`src/rtl/dec_conv_arbiter.sv`:
```
// Round-robin front end that time-shares one BIN24_to_DEC8 converter between
// N_REQ requesters and returns each BCD result tagged with its owner's id.
module dec_conv_arbiter #(
    parameter int N_REQ     = 4,
    parameter int ID_W      = 2,
    parameter int CONV_WAIT = 84
) (
    input  logic                  clk,
    input  logic                  rst_n,
    input  logic [N_REQ-1:0]      req_valid,
    input  logic [24*N_REQ-1:0]   req_bin,
    output logic [N_REQ-1:0]      req_ready,
    output logic                  conv_st,
    output logic [23:0]           conv_bin,
    input  logic [31:0]           conv_dec,
    output logic                  resp_valid,
    input  logic                  resp_ready,
    output logic [31:0]           resp_dec,
    output logic [ID_W-1:0]       resp_id,
    output logic                  busy
);

    localparam int CNT_W = $clog2(CONV_WAIT);

    typedef enum logic [1:0] {
        S_IDLE  = 2'd0,
        S_START = 2'd1,
        S_WAIT  = 2'd2,
        S_RESP  = 2'd3
    } state_t;

    state_t            state_r;
    logic [ID_W-1:0]   rr_ptr_r;
    logic [CNT_W-1:0]  wait_cnt_r;
    logic              conv_st_r;
    logic [23:0]       conv_bin_r;
    logic              resp_valid_r;
    logic [31:0]       resp_dec_r;
    logic [ID_W-1:0]   resp_id_r;
    logic              busy_r;

    logic              grant_found_s;
    logic [ID_W-1:0]   grant_id_s;
    logic [ID_W-1:0]   next_ptr_s;
    logic [23:0]       sel_bin_s;
    logic [N_REQ-1:0]  req_ready_s;
    logic [ID_W:0]     sum_s;
    logic [ID_W-1:0]   idx_s;

    // Rotating priority search starting at rr_ptr; first valid requester wins.
    always_comb begin
        grant_found_s = 1'b0;
        grant_id_s    = {ID_W{1'b0}};
        sum_s         = {(ID_W+1){1'b0}};
        idx_s         = {ID_W{1'b0}};
        for (int k = 0; k < N_REQ; k++) begin
            sum_s = {1'b0, rr_ptr_r} + (ID_W+1)'(k);
            if (sum_s >= (ID_W+1)'(N_REQ)) begin
                sum_s = sum_s - (ID_W+1)'(N_REQ);
            end else begin
                sum_s = sum_s;
            end
            idx_s = sum_s[ID_W-1:0];
            if (!grant_found_s && req_valid[idx_s]) begin
                grant_found_s = 1'b1;
                grant_id_s    = idx_s;
            end else begin
                grant_found_s = grant_found_s;
            end
        end
    end

    // Operand mux, wrapped pointer and the one-hot accept offered only in IDLE.
    always_comb begin
        sel_bin_s = 24'd0;
        for (int i = 0; i < N_REQ; i++) begin
            if (grant_id_s == ID_W'(i)) begin
                sel_bin_s = req_bin[24*i +: 24];
            end else begin
                sel_bin_s = sel_bin_s;
            end
        end
        if (grant_id_s == ID_W'(N_REQ-1)) begin
            next_ptr_s = {ID_W{1'b0}};
        end else begin
            next_ptr_s = grant_id_s + ID_W'(1);
        end
        if ((state_r == S_IDLE) && grant_found_s) begin
            req_ready_s = {{(N_REQ-1){1'b0}}, 1'b1} << grant_id_s;
        end else begin
            req_ready_s = {N_REQ{1'b0}};
        end
    end

    // Sequencer: accept, pulse st, sit out the worst-case conversion, return result.
    always_ff @(posedge clk or negedge rst_n) begin
        if (!rst_n) begin
            state_r      <= S_IDLE;
            rr_ptr_r     <= {ID_W{1'b0}};
            wait_cnt_r   <= {CNT_W{1'b0}};
            conv_st_r    <= 1'b0;
            conv_bin_r   <= 24'd0;
            resp_valid_r <= 1'b0;
            resp_dec_r   <= 32'd0;
            resp_id_r    <= {ID_W{1'b0}};
            busy_r       <= 1'b0;
        end else begin
            case (state_r)
                S_IDLE: begin
                    if (grant_found_s) begin
                        conv_bin_r <= sel_bin_s;
                        resp_id_r  <= grant_id_s;
                        rr_ptr_r   <= next_ptr_s;
                        conv_st_r  <= 1'b1;
                        busy_r     <= 1'b1;
                        state_r    <= S_START;
                    end else begin
                        state_r    <= S_IDLE;
                    end
                end
                S_START: begin
                    conv_st_r  <= 1'b0;
                    wait_cnt_r <= CNT_W'(CONV_WAIT-1);
                    state_r    <= S_WAIT;
                end
                S_WAIT: begin
                    // Converter has no done flag; the count covers its worst case.
                    if (wait_cnt_r == {CNT_W{1'b0}}) begin
                        resp_dec_r   <= conv_dec;
                        resp_valid_r <= 1'b1;
                        state_r      <= S_RESP;
                    end else begin
                        wait_cnt_r   <= wait_cnt_r - CNT_W'(1);
                    end
                end
                S_RESP: begin
                    if (resp_ready) begin
                        resp_valid_r <= 1'b0;
                        busy_r       <= 1'b0;
                        state_r      <= S_IDLE;
                    end else begin
                        state_r      <= S_RESP;
                    end
                end
                default: begin
                    conv_st_r    <= 1'b0;
                    resp_valid_r <= 1'b0;
                    busy_r       <= 1'b0;
                    state_r      <= S_IDLE;
                end
            endcase
        end
    end

    assign req_ready  = req_ready_s;
    assign conv_st    = conv_st_r;
    assign conv_bin   = conv_bin_r;
    assign resp_valid = resp_valid_r;
    assign resp_dec   = resp_dec_r;
    assign resp_id    = resp_id_r;
    assign busy       = busy_r;

endmodule

```
`config.mk`:
```
export PLATFORM = sky130hd
export DESIGN_NAME = dec_conv_arbiter
export DESIGN_NICKNAME = d
export VERILOG_FILES = /design/src/rtl/dec_conv_arbiter.sv
export SDC_FILE = /design/constraint.sdc
export NUM_CORES = 1
export LEC_CHECK = 0
export CAP_MARGIN = 0
export CELL_PAD_IN_SITES_DETAIL_PLACEMENT = 1
export CELL_PAD_IN_SITES_GLOBAL_PLACEMENT = 2
export CORE_MARGIN = 3
export CORE_UTILIZATION = 24
export DETAILED_ROUTE_END_ITERATION = 7
export GPL_TIMING_DRIVEN = 0
export MAX_ROUTING_LAYER = met4
export PLACE_DENSITY = 0.88
export SLEW_MARGIN = 20
export SYNTH_ARGS = -nofsm -noshare
export SYNTH_HDL_FRONTEND = slang
export SYNTH_SLANG_ARGS = --single-unit
```
`constraint.sdc`:
```
create_clock -name clk -period 9.1 [get_ports clk]
set_input_delay 1.82 -clock clk [delete_from_list [all_inputs] [get_ports clk]]
set_output_delay 1.82 -clock clk [all_outputs]
set_load 0.01 [all_outputs]
```
==> summary.txt, run 1 <==
Run status
  • Outcome: finished clean

Worst hold path
  • Worst hold path startpoint: resp_dec[27]
  • Hold Crit Endpoint: resp_dec[27]
  • Cell count of the worst hold path: 1
  • Hold crit path type: reg2reg

STA
  • Slew @ Worst Pin: 0.5952 ns
  • Tmin final: 7.267 ns
  • Fin crit share: 0.7986
  • F_max: 137.6 MHz
  • Final hold vios: 0
  • TNS Setup: 0 ns
  • Max Slew Vio Count: 0
  • Layout Skew: 0.004752 ns
  • Max transition margin: 0.6032
  • Number of setup violations in the final report: 0
  • Final setup margin: 1.833 ns
  • RSZ-0062 raised after global routing: false

CTS
  • Clock slew at reported path FFs: 0.06 ns
  • Root buf cell: clkbuf_16
  • CTS tree: done
  • Post-CTS setup buffers: 0
  • Cts repair resizes: 0
  • Worst-skew pair later-pin latency: 0.34 ns
  • Clock Path Buffers: 2
  • H-tree levels: 3
  • Clock Sinks: 72
  • Post-CTS Hold Fix Bufs: 0
  • CTS buffer count: 9

Global route
  • Grt ovf: 0
  • First-pass GRT wire length: 24640 µm
  • Gr usage total: 0.1824
  • Largest net degree at the start of global routing: 46
  • Vias in the first global route: 4493
  • Initial antenna violation count: 0

Routing
  • Drt first-iter violations: 139
  • First-pass iteration count of the detailed router: 5
  • Vias per inst: 4.846
  • Drt drc: 0
  • Final ANT Viol Nets: 0
  • Drt wl/cell: 18.95 µm
  • Drt total wl: 15600 µm
  • Vias: 3988

Logic synthesis
  • Async SR Flop Fraction: 1.000
  • Synth Register Bits: 72
  • Syn_nets: 536
  • Post-Syn Instances: 396
  • Most frequent cell after synthesis: dfrtp_1
  • Netlist Area Pre-Place: 3867 µm²
  • Yosys cell types: 39
  • Synth area leader: dfrtp_1
  • Top_reg_cell synth: dfrtp_1
  • Mean post-synth cell area: 9.766 µm²
  • Top post-synthesis cells by count: dfrtp_1 (72), a21oi_1 (52), nand2_1 (33)
  • Post-synth EDFFs: 0
  • Share of the synthesized area in the top cell type: 0.4659
  • Most area-consuming cells after synthesis: dfrtp_1 (47%), mux2_2 (9.3%), a21oi_1 (6.7%)
  • Register area share after synthesis: 0.4659
  • Ys Warns: 0

Setup path
  • WP data required: 7.28 ns
  • CP max FO: 10
  • Crit path launch type: input port
  • Worst Reg2Reg Path Length in Cells: 8
  • FF-to-FF End: conv_bin[21]
  • Crit path kind: in2out
  • Worst reg-to-reg setup slack: 6.31 ns
  • Reg2reg start: rr_ptr_r[1]
  • Critical Path AT: 5.45 ns
  • Crit end category: output port

Pwr
  • VDD IR max: 0.1039 mV
  • P_leak: 0.002573 µW
  • Pwr dens: 314.9 nW/µm²

Finish
  • Layout overhead on the synthesized area: 66.65%
  • NumNets Final: 747
  • Layout cells sized above 1: 0.1029
  • Antenna Cells: 0
  • Fin util: 0.4162

Floorplanning
  • Core area: 15480 µm²
  • Top Ports: 200
  • Die Y: 132.9 µm
  • DIE AREA: 17670 µm²
  • Die width: 132.9 µm
  • # rows: 45
  • Starting Density: 0.2498

Placement
  • RePlAce Congestion: 0.8196
  • DP Worst Slack: 1.785 ns
  • Final HPWL DP: 12320 µm
  • Port Buffers: 199

Flow run
  • Maxcap violations: 0
## state kept, by name (all words and copies together), names as in the netlist
register and count:
resp_dec 32, state_r 2, busy 1, wait_cnt_r 7, rr_ptr_r 2, resp_valid 1, conv_st 1, conv_bin 24
resp_id 2
## layer usage
metal	vias up	wire, µm	GRT usage
met5	-	0	-
met4	0	280	0.06524
met3	14	1092	0.04563
met2	160	7718	0.3056
met1	1946	6506	0.2122
li1	1868	-	-
## cells in the final DEF, fill, tap and decap left out, types with 2 or more instances in the layout
| master | n |
|---|---|
| nand3_1 | 4 |
| a21boi_0 | 2 |
| nor2_1 | 7 |
| mux2_2 | 32 |
| clkinv_2 | 2 |
| nand2_1 | 33 |
| nand2b_1 | 3 |
| clkbuf_1 | 23 |
| or3_1 | 5 |
| nand3b_1 | 24 |
| a31oi_1 | 25 |
| ha_1 | 5 |
| a21oi_1 | 52 |
| clkinvlp_4 | 3 |
| nor3_1 | 3 |
| o211ai_1 | 5 |
| clkbuf_16 | 9 |
| a221o_1 | 24 |
| a311oi_1 | 2 |
| clkdlybuf4s50_1 | 198 |
| buf_1 | 3 |
| or3b_2 | 2 |
| dfrtp_1 | 72 |
| inv_1 | 31 |
| o21ai_0 | 8 |
| or4_1 | 2 |
| and3_1 | 6 |
| buf_6 | 2 |
| buf_2 | 7 |
## worst max-delay path, cell delays in order
cell and delay (ns):
clkdlybuf4s50_1 0.47, or4_1 0.53, buf_2 0.20, clkbuf_1 0.25
nand3_1 0.19, ha_1 0.26, buf_1 0.42, clkbuf_1 0.50
and3_1 0.26, clkdlybuf4s50_1 0.55
## per-stage QoR
step,hold WS [ns],cell area (µm²),power [µW],std cells
5_1_grt,0.5191,6445,2176,823
2_1_floorplan,0.4987,3867,1127,396
3_3_place_gp,0.4855,6123,1644,806
3_5_place_dp,0.4941,6148,1692,807
6_report,0.5057,6445,2029,823
4_1_cts,0.5076,6445,2061,823
## cells by family after synthesis
logic type	count (synthesis)	synth area share
flip-flops	72	0.4659
AO/OA/AOI/OAI	127	0.2190
multiplexers	33	0.09576
AND/OR/NAND/NOR	93	0.1330
buffers and inverters	66	0.07020
adder cells (fa/ha/maj)	5	0.01618
## cell type report
class	count	area [µm²]
Timing Repair Buffer	200	2017
Clock inverter	7	71.32
Buffer	35	155.1
Inverter	31	116.4
Fill cell	1748	9039
Clock buffer	9	225.2
Multi-Input combinational cell	258	1794
Tap cell	211	264.0
Sequential cell	72	1802
## where the power goes
part	total, µW	switching (µW)	internal (µW)	leakage [µW]
Sequential	582	99.9	482	0.000836
Combinational	1090	524	565	0.00160
Clock	358	146	212	0.000138
Total	2030	770	1260	0.00257
## worst max path at each step
stage	start	end	depth (start not counted)
floorplan	req_valid[1]	req_ready[2]	8
global placement	req_valid[1]	req_ready[2]	10
detailed placement	req_valid[1]	req_ready[2]	10
CTS	req_valid[1]	req_ready[2]	10
global route	req_valid[1]	req_ready[2]	10
finish	req_valid[1]	req_ready[2]	10
Note: power is estimated with default switching activity, not from simulation.
==> run 2, diff against run 1 <==
Settings changed: CORE_UTILIZATION 24 to 20, PLACE_DENSITY 0.88 to 0.79.
Clock period 9.1 ns to 6.55 ns, I/O delays scaled along.
==> run 2 against run 1 <==
  * The run now fails in detailed routing
  * Synthesized cell count stayed put
  * Global-route usage is 3.0 points lower
  * Area after synthesis stayed put
==> summary.txt, run 2 <==
Logic synthesis
  • Register area share after synthesis: 0.4659 (unchanged)
  • Top post-synthesis cells by count: dfrtp_1 (72), a21oi_1 (52), nand2_1 (33)
  • Post-Syn Instances: 396 (unchanged)
  • Async SR Flop Fraction: 1.000 (unchanged)
  • Mean post-synth cell area: 9.766 µm² (unchanged)
  • Share of the synthesized area in the top cell type: 0.4659 (unchanged)
  • Top_reg_cell synth: dfrtp_1
  • Synth area leader: dfrtp_1
  • Synth Register Bits: 72 (unchanged)
  • Most area-consuming cells after synthesis: dfrtp_1 (47%), mux2_2 (9.3%), a21oi_1 (6.7%)
  • Ys Warns: 0 (unchanged)
  • Yosys cell types: 39 (unchanged)
  • Post-synth EDFFs: 0 (unchanged)
  • Netlist Area Pre-Place: 3867 µm² (unchanged)
  • Syn_nets: 536 (unchanged)
  • Most frequent cell after synthesis: dfrtp_1

Floorplanning
  • Die Y: 145.1 µm (+9.1%)
  • # rows: 50 (+11%)
  • Die width: 145.1 µm (+9.1%)
  • Top Ports: 200 (unchanged)
  • Starting Density: 0.2054 (-0.04440)

Global route
  • Gr usage total: 0.1523 (-0.03007)
  • Grt ovf: 0 (unchanged)
  • First-pass GRT wire length: 24720 µm (+0.31%)
  • Largest net degree at the start of global routing: 38 (-17%)
  • Initial antenna violation count: 1 (+1)
  • Vias in the first global route: 4435 (-1.3%)

CTS
  • Post-CTS Hold Fix Bufs: 0 (unchanged)
  • Root buf cell: clkbuf_16
  • Cts repair resizes: 0 (unchanged)
  • Clock Sinks: 72 (unchanged)
  • Clock Path Buffers: 2 (unchanged)
  • CTS buffer count: 9 (unchanged)
  • Post-CTS setup buffers: 0 (unchanged)
  • H-tree levels: 3 (unchanged)

Run status
  • Error msg: [ERROR DRT-0255] Maze Route cannot find path of net clk in worker of routeBox ( 96600 0 ) ( 145060 48300 ).
  • Outcome: did not finish
  • Failing step: detailed routing

Placement
  • Final HPWL DP: 12420 µm (+0.80%)
  • Port Buffers: 199 (unchanged)
  • RePlAce Congestion: 0.8254 (+0.71%)
## run 2: cell counts after synthesis
No cell type changed its count.
## run 2: through the flow
stage / setup WS, ns / instance area [µm²] / instances / utilization / hold slack (ns)
after detailed placement: 0.2545 / 6202 / 856 / 0.3294 / 0.4926
after global placement: 0.2960 / 6185 / 855 / 0.3284 / 0.4868
after CTS: 0.2418 / 6507 / 872 / 0.3456 / 0.5071
after floorplan: 1.975 / 3867 / 396 / - / 0.4987
after global routing: 0.06450 / 6510 / 873 / 0.3457 / 0.5154
## run 2: kinds of logic after synthesis
kind of cell	after synthesis	synth area share
flip-flops	72	0.4659
multiplexers	33	0.09576
buffers and inverters	66	0.07020
AO/OA/AOI/OAI	127	0.2190
AND/OR/NAND/NOR	93	0.1330
adder cells (fa/ha/maj)	5	0.01618
## run 2: layer usage
| metal | global-route usage |
|---|---|
| met5 | - |
| met3 | 0.05372 |
| met1 | 0.1717 |
| met4 | 0.04131 |
| met2 | 0.2580 |
==> run 3, diff against run 2 <==
Settings changed: CELL_PAD_IN_SITES_DETAIL_PLACEMENT 1 to unset, CELL_PAD_IN_SITES_GLOBAL_PLACEMENT 2 to unset, CORE_UTILIZATION 20 to 25, MAX_ROUTING_LAYER met4 to unset, PLACE_DENSITY 0.79 to unset, PLACE_DENSITY_LB_ADDON set to 0.15.
Clock period 6.55 ns to 8.5 ns, I/O delays scaled along.
==> run 3 against run 2 <==
  * The flow now finishes without violations
  * Global-route usage up 0.81 points
==> summary.txt, run 3 (synthesized netlist as in run 1, its figures left out) <==
Routing
  • Drt first-iter violations: 181
  • Drt drc: 0
  • Drt wl/cell: 17.75 µm
  • Vias per inst: 4.889
  • Vias: 3892
  • Final ANT Viol Nets: 0
  • Drt total wl: 14130 µm
  • First-pass iteration count of the detailed router: 4

STA
  • Layout Skew: 0.007984 ns
  • TNS Setup: 0 ns
  • Max Slew Vio Count: 0
  • Fin crit share: 0.8189
  • Number of setup violations in the final report: 0
  • F_max: 143.7 MHz
  • Max transition margin: 0.6022
  • Tmin final: 6.961 ns
  • RSZ-0062 raised after global routing: false
  • Slew @ Worst Pin: 0.5967 ns
  • Final setup margin: 1.539 ns
  • Final hold vios: 0

CTS
  • CTS tree: done
  • Post-CTS setup buffers: 0 (unchanged)
  • Clock Path Buffers: 2 (unchanged)
  • Worst-skew pair later-pin latency: 0.34 ns
  • Cts repair resizes: 0 (unchanged)
  • Root buf cell: clkbuf_16
  • Post-CTS Hold Fix Bufs: 0 (unchanged)
  • Clock Sinks: 72 (unchanged)
  • Clock slew at reported path FFs: 0.06 ns
  • H-tree levels: 3 (unchanged)
  • CTS buffer count: 9 (unchanged)

Global route
  • Largest net degree at the start of global routing: 42 (+11%)
  • Gr usage total: 0.1604 (+0.008099)
  • Vias in the first global route: 4028 (-9.2%)
  • Initial antenna violation count: 0 (-1)
  • First-pass GRT wire length: 21130 µm (-15%)
  • Grt ovf: 0 (unchanged)

Placement
  • DP Worst Slack: 1.488 ns (+1.233 ns)
  • RePlAce Congestion: 0.8575 (+3.9%)
  • Port Buffers: 199 (unchanged)
  • Final HPWL DP: 11040 µm (-11%)

Worst hold path
  • Hold crit path type: reg2reg

Finish
  • Commonest non-fill, non-tap cells in the layout: clkdlybuf4s50_1 (198), dfrtp_1 (72), a21oi_1 (52)
  • Fillers: 1448
  • Fin util: 0.4346
  • Antenna Cells: 0
  • Layout cells sized above 1: 0.1029
  • Largest register FFs: 32
  • NumNets Final: 747
  • Most common cell after layout, fill and taps aside: clkdlybuf4s50_1
  • Layout overhead on the synthesized area: 66.42%

Floorplanning
  • Top Ports: 200 (unchanged)
  • Die width: 130.4 µm (-10%)
  • Core area: 14810 µm²
  • DIE AREA: 17000 µm²
  • # rows: 44 (-12%)
  • Die Y: 130.4 µm (-10%)
  • Starting Density: 0.2612 (+0.05577)

Pwr
  • VDD IR max: 0.1143 mV
  • P_leak: 0.002586 µW
  • Clock power frac: 0.194
  • Sw Pwr: 797.5 µW
  • Logic pwr share: 0.525
  • Pwr dens: 338.3 nW/µm²
  • Flop pwr share: 0.281
  • Internal power: 1380 µW
  • Sw Share: 0.3663

Setup path
  • WP data required: 6.80 ns
  • Crit end category: output port
  • Crit path kind: in2out
  • Critical Path AT: 5.26 ns
  • Crit path launch type: input port
  • CP max FO: 10

Flow run
  • Maxcap violations: 0

Run status
  • Outcome: finished clean
-- run 3: worst max-delay path, stage by stage --
cell	delay (ns)
clkdlybuf4s50_1	0.47
or4_1	0.53
buf_2	0.19
clkbuf_1	0.25
nand3_1	0.18
ha_1	0.24
buf_1	0.41
clkbuf_1	0.49
and3_1	0.24
clkdlybuf4s50_1	0.55
-- run 3: layer usage --
| layer | share of wire | global-route usage |
|---|---|---|
| met3 | 0.093 | 0.04756 |
| met5 | 0 | 0 |
| met4 | 0.013 | 0.04719 |
| met1 | 0.43 | 0.2022 |
| met2 | 0.46 | 0.2674 |
-- run 3: worst paths after layout --
check,from,endpoint,slack [ns],cells past startpoint
max in group asynchronous,rst_n,resp_valid,6.61,2
setup reg to reg,rr_ptr_r[1],conv_bin[19],5.74,9
setup / recovery,req_valid[1],req_ready[2],1.54,10
min in group asynchronous,rst_n,resp_dec[14],1.31,1
hold / removal,resp_dec[20],resp_dec[20],0.50,1
hold reg to reg,resp_dec[20],resp_dec[20],0.50,1
-- run 3: power groups by stage --
| stage | logic (µW) | clock network (µW) | registers (µW) |
|---|---|---|---|
| finish | 1140 | 422 | 612 |
| global route | 1250 | 444 | 634 |
| CTS | 1150 | 434 | 614 |
| detailed placement | 1150 | 0 | 618 |
| global placement | 1140 | 0 | 613 |
| floorplan | 530 | 0 | 677 |
-- run 3: through the flow --
stage	power [µW]	cell area (µm²)	hold WS, ns	std cells
global placement	1750	6090	0.4844	779
CTS	2202	6436	0.5051	796
floorplan	1207	3867	0.4987	396
detailed placement	1769	6107	0.4918	780
finish	2177	6436	0.5007	796
global route	2329	6436	0.5148	796
-- run 3: cell type report --
cell class | instances | area [µm²] | share of cell area
plain buffers | 35 | 155.1 | 0.02411
clock buffers | 9 | 225.2 | 0.03499
clock inverters | 7 | 103.9 | 0.01614
inverters | 31 | 116.4 | 0.01808
multi-input cells | 258 | 1794 | 0.2788
flip-flops and latches | 72 | 1802 | 0.2799
well taps | 184 | 230.2 | 0.03577
repair buffers | 200 | 2009 | 0.3122
==> run 4, diff against run 3 <==
Clock period 8.5 ns to 6.6 ns, I/O delays scaled along.
==> results of run 4 <==
The final DEF is identical to that of run 3. Status: finished clean.
Main changes from that run: setup slack after placement 1.488 ns -> 0.3476 ns; setup slack after layout 1.539 ns -> 0.3993 ns; register-to-register setup slack 5.74 ns -> 3.84 ns; total power 2177 µW -> 2804 µW; worst IR drop on VDD 0.1143 mV -> 0.1472 mV
